`src/rtl/bayer_line_ctrl.sv`:
```
// Line-buffer sequencer for the 2x2 Bayer/greyscale path: tracks X/Y,
// primes one line into the FIFO, then streams and flags complete windows.
module bayer_line_ctrl #(
    parameter int LINE_WIDTH   = 1280,
    parameter int FRAME_HEIGHT = 960,
    parameter int CNT_W        = 11
) (
    input  logic             iCLK,
    input  logic             iRST,
    input  logic             iFVAL,
    input  logic             iDVAL,
    input  logic             iFIFO_FULL,
    input  logic             iFIFO_EMPTY,
    output logic             oWREN,
    output logic             oRDEN,
    output logic             oFLUSH,
    output logic [CNT_W-1:0] oX_Cont,
    output logic [CNT_W-1:0] oY_Cont,
    output logic             oWIN_VALID,
    output logic             oFRAME_DONE,
    output logic [2:0]       oERR
);

    typedef enum logic [1:0] {IDLE, FLUSH, FILL, STREAM} state_t;

    localparam logic [CNT_W-1:0] X_LAST = CNT_W'(LINE_WIDTH - 1);
    localparam logic [CNT_W-1:0] Y_LAST = CNT_W'(FRAME_HEIGHT - 1);

    state_t           state_q, state_d;
    logic             fval_q;
    logic [CNT_W-1:0] x_q, x_d, y_q, y_d;
    logic [CNT_W-1:0] xc_q, xc_d, yc_q, yc_d;
    logic             win_q, win_d;
    logic             done_q, done_d;
    logic [2:0]       err_q, err_d;

    logic in_run, in_stream, accept, x_last, y_last;

    assign in_run    = (state_q == FILL) || (state_q == STREAM);
    assign in_stream = (state_q == STREAM);
    // A pixel arriving in the same cycle iFVAL drops belongs to no frame.
    assign accept    = in_run && iFVAL && iDVAL && !iRST;
    assign x_last    = (x_q == X_LAST);
    assign y_last    = (y_q == Y_LAST);

    always_ff @(posedge iCLK) begin
        if (iRST) begin
            state_q <= IDLE;
            fval_q  <= 1'b0;
            x_q     <= '0;
            y_q     <= '0;
            xc_q    <= '0;
            yc_q    <= '0;
            win_q   <= 1'b0;
            done_q  <= 1'b0;
            err_q   <= '0;
        end else begin
            state_q <= state_d;
            fval_q  <= iFVAL;
            x_q     <= x_d;
            y_q     <= y_d;
            xc_q    <= xc_d;
            yc_q    <= yc_d;
            win_q   <= win_d;
            done_q  <= done_d;
            err_q   <= err_d;
        end
    end

    always_comb begin
        state_d = state_q;
        unique case (state_q)
            IDLE:   if (iFVAL && !fval_q) state_d = FLUSH;
            FLUSH:  state_d = FILL;
            FILL: begin
                if (!iFVAL)                 state_d = IDLE;
                else if (iDVAL && x_last)   state_d = STREAM;
            end
            STREAM: begin
                if (!iFVAL)                           state_d = IDLE;
                else if (iDVAL && x_last && y_last)   state_d = IDLE;
            end
            default: state_d = IDLE;
        endcase
    end

    always_comb begin
        oWREN  = accept;
        oRDEN  = accept && in_stream;
        oFLUSH = (state_q == FLUSH) && !iRST;
    end

    always_comb begin
        x_d    = x_q;
        y_d    = y_q;
        xc_d   = xc_q;
        yc_d   = yc_q;
        win_d  = 1'b0;
        done_d = 1'b0;
        err_d  = err_q;
        if (state_q == FLUSH) begin
            x_d   = '0;
            y_d   = '0;
            err_d = '0;
        end
        if (accept) begin
            xc_d = x_q;
            yc_d = y_q;
            if (x_last) begin
                x_d = '0;
                y_d = y_last ? '0 : y_q + CNT_W'(1);
            end else begin
                x_d = x_q + CNT_W'(1);
            end
            win_d  = in_stream && x_q[0] && y_q[0];
            done_d = in_stream && x_last && y_last;
        end
        if (in_run && !iFVAL)                   err_d[2] = 1'b1;
        if (oRDEN && iFIFO_EMPTY)               err_d[1] = 1'b1;
        if (oWREN && iFIFO_FULL && !oRDEN)      err_d[0] = 1'b1;
    end

    assign oX_Cont     = xc_q;
    assign oY_Cont     = yc_q;
    assign oWIN_VALID  = win_q;
    assign oFRAME_DONE = done_q;
    assign oERR        = err_q;

endmodule

```
`config.mk`:
```
export PLATFORM = sky130hd
export DESIGN_NAME = bayer_line_ctrl
export DESIGN_NICKNAME = d
export VERILOG_FILES = /design/src/rtl/bayer_line_ctrl.sv
export SDC_FILE = /design/constraint.sdc
export NUM_CORES = 1
export LEC_CHECK = 0
export ABC_AREA = 1
export CORE_MARGIN = 3
export CORE_UTILIZATION = 46
export DETAILED_ROUTE_END_ITERATION = 8
export PLACE_DENSITY = 0.74
export SYNTH_ARGS = -nofsm -noshare
export SYNTH_HDL_FRONTEND = slang
export SYNTH_SLANG_ARGS = --single-unit
```
`constraint.sdc`:
```
create_clock -name iCLK -period 1.5 [get_ports iCLK]
set_input_delay 0.225 -clock iCLK [delete_from_list [all_inputs] [get_ports iCLK]]
set_output_delay 0.225 -clock iCLK [all_outputs]
set_load 0.005 [all_outputs]
```
==> impl_metrics.ini <==
[worst_hold_path]
hold_path_class = primary input to flip-flop

[power_and_ir_drop]
ir_worst_vdd_mv = 0.5700
power.internal_mw = 1.989
totalPowerFinal_mw = 2.714
powerDensity_nw_per_um2 = 862.0
net-switching-power_mw = 0.7248
pwr-share-clk_pct = 31.0
seqPwrFrac_pct = 53.5
pwr-share-comb_pct = 15.6
power_switching_share_pct = 26.71
leakagePower_nw = 1.242

[synth]
syn_area_per_cell_um2 = 7.479
synth_compound_area_share_pct = 16.30
synthXorXnorAreaFrac_pct = 1.511
synth_top_family_by_area = simple AND/OR/NAND/NOR gates
yosysUniqueCellTypes = 31
synthAdderAreaFrac_pct = 1.079
ys_seq_area_share_pct = 44.90
synth_seq_cells = 52
ys.flop_type = dfxtp_1
syn_nets = 318
synth-edff-count = 0
syn_area_um2 = 2318
yosys_warnings = 0
synth_mux_area_share_pct = 0
syn_inst = 310
async_reset_ff_share_pct = 0
synth-simple-area-share_pct = 29.03

[clocking]
path_clk_slew_ns = 0.10
cts_root_buffer = clkbuf_8
cts_tree = done
cts_max_level = 2
cts_buffers = 5
clk_latency_ns = 0.31
ctsHoldBuffers = 0
numClockSinks = 52
clockBufferDepth = 2

[route]
viasPerCell = 5.348
drtAntennaViolNets = 0
drt-initial-drc-count = 197
num_vias = 2364
firstDrtPassIters = 5
drc = 0
wl_mm = 5.986
drt-wirelength-per-cell_um = 13.54

[worst_setup_path]
worstRegToRegCells = 10
crit_end = oRDEN
rr_endpoint = state_q[0]$_SDFFE_PP0P_
path_class = flip-flop to output port
arrival_ns = 1.30
reg2reg_slack_ns = 0.02
crit_slowest_cell = dfxtp_1
rr_startpoint = x_q[1]$_SDFFE_PP0P_
slowest_delay_ns = 0.40
crit_chain = nand3_2 -> buf_4 -> nor2_4 -> clkdlybuf4s15_2
cp_max_fo = 3
required_ns = 1.27
worst_setup_path_start_kind = flip-flop
crit_path_end_kind = output port
worstSetupStartpoint = state_q[1]$_SDFFE_PP0P_

[sta]
slew_headroom_pct = 73.51
timing.hold.ws_ns = 0.3154
finalSetupTns_ns = -0.02054
grt_setup_unrepaired = true
skew_ns = 0.008519
hold_viol = 0
fmax_ghz = 0.6577
fin_crit_sh_pct = 101.4
worst_pin_slew_ns = 0.3969
setup_violations = 1
layout_setup_ws_ns = -0.02054
drv_slew = 0
final.min_clock_period_ns = 1.521

[global_route]
antenna_found_initial = 0
track_usage_pct = 19.94
grt_max_degree = 20
grt_pass1_wl_mm = 9.660
overflow = 0
grt_pass1_vias = 2144

[flow_run]
cap_viol_max_count = 0

[place]
placedCellCount = 430
pre_cts_ws_ns = -0.4058
port-buffer-count = 35
dpl_cell_area_um2 = 2922
gp_congestion = 0.8342
place_hpwl_mm = 4.135

[floorplan]
ioPinCount = 36
core_um2 = 4786
placementRows = 25
dieArea_um2 = 5928
die_y_um = 77.00
initial_core_util_pct = 48.44
dieWidth_um = 77.00

[layout]
final_util_pct = 65.78
fin_nets = 382
diodes = 0
fin_cells = 442
layout-drive-gt1-share_pct = 21.07
final_area_um2 = 3148
areaGrowthSynthToFinish_pct = 35.78

[run_status]
violations = setup timing
status = finished, violations left
==> kinds of logic (layout without fill, tap and decap cells) <==
group                      after synthesis  in the layout
DFF                                     52             52
AOI/OAI and AO/OA                       71             71
and+or+nand+nor                        142            143
xor gates and xnor gates                 4              4
buffers and inverters                   39            103
adders and majority gates                2              2
==> sequential cells by signal, summed over array words and instances, names as in the netlist <==
register and count:
y_q 11, x_q 11, state_q 2, oFRAME_DONE 1
fval_q 1, oERR 3, oX_Cont 11, oY_Cont 11
oWIN_VALID 1
==> cell usage after synthesis (5+ instances only) <==
master / n / share of area [%]
nor2_1: 42 / 6.8
a21oi_1: 30 / 6.5
inv_1: 26 / 4.2
clkbuf_1: 5 / 0.81
nand4_1: 5 / 1.3
o21ai_0: 32 / 6.9
nand3_1: 29 / 6.3
nand2_1: 47 / 7.6
dfxtp_1: 52 / 45
nor3_1: 6 / 1.3
==> worst min-delay path by stage <==
stage	cells after the start	endpoint	slack [ns]	from
final	2	fval_q$_SDFF_PP0_	0.32	iRST
after floorplan	1	oERR[1]$_SDFFE_PP0P_	0.35	iFIFO_EMPTY
after global routing	3	fval_q$_SDFF_PP0_	0.33	iFVAL
after global placement	2	oY_Cont[9]$_SDFFE_PP0P_	0.46	oY_Cont[9]$_SDFFE_PP0P_
after detailed placement	2	oY_Cont[10]$_SDFFE_PP0P_	0.47	oY_Cont[10]$_SDFFE_PP0P_
after CTS	2	fval_q$_SDFF_PP0_	0.31	iRST
==> repair_timing <==
item                       in CTS  in global routing
setup endpoints to repair       3                 18
buffers inserted                2                  1
pin swaps                       1                 14
gates resized for setup        13                 26
cloned                          0                  1
==> power groups by stage <==
stage,registers (mW),logic (mW),clock network [mW]
2_1_floorplan,1.48,0.195,0
3_3_place_gp,1.48,0.394,0
3_5_place_dp,1.48,0.398,0
4_1_cts,1.45,0.402,0.850
5_1_grt,1.46,0.461,0.908
6_report,1.45,0.423,0.840
==> critical path: cells and delay by family (launching register included) <==
family	cells	cell delay [ns]
flip-flops	1	0.40
buffers and inverters	2	0.36
AND/OR/NAND/NOR	2	0.23
==> routing by layer <==
| metal | up-vias | part of all wire [%] | GRT usage (%) |
|---|---|---|---|
| met5 | - | 0 | 0 |
| met4 | 0 | 2.3 | 6.762 |
| met3 | 15 | 6.1 | 4.108 |
| met2 | 91 | 48 | 33.28 |
| met1 | 1095 | 43 | 25.62 |
| li1 | 1163 | - | - |
==> area by class of cell <==
cell class / count / area (um2)
Clock buffer: 7 / 86.33
Timing Repair Buffer: 67 / 598.1
Inverter: 28 / 105.1
Multi-Input combinational cell: 220 / 1221
Fill cell: 415 / 1638
Tap cell: 67 / 83.83
Sequential cell: 52 / 1046
Clock inverter: 1 / 7.507
==> layout by cell type (no fill, tap or decap), types with 2 or more instances in the layout <==
cell type	count
clkdlybuf4s50_1	29
o21ai_1	2
buf_4	31
nor2_1	38
nand2_1	44
nand3_1	22
dfxtp_2	4
xor2_1	4
nand2_4	3
o21ai_0	30
clkbuf_8	6
a21oi_2	4
dlygate4sd2_1	5
a21oi_1	26
dfxtp_1	48
nand3_2	8
inv_1	25
nand4_1	5
nand2_2	3
inv_2	3
o22ai_1	3
nor2_2	4
nor2_4	5
nor3_1	6
Note: power is estimated with default switching activity, not from simulation.
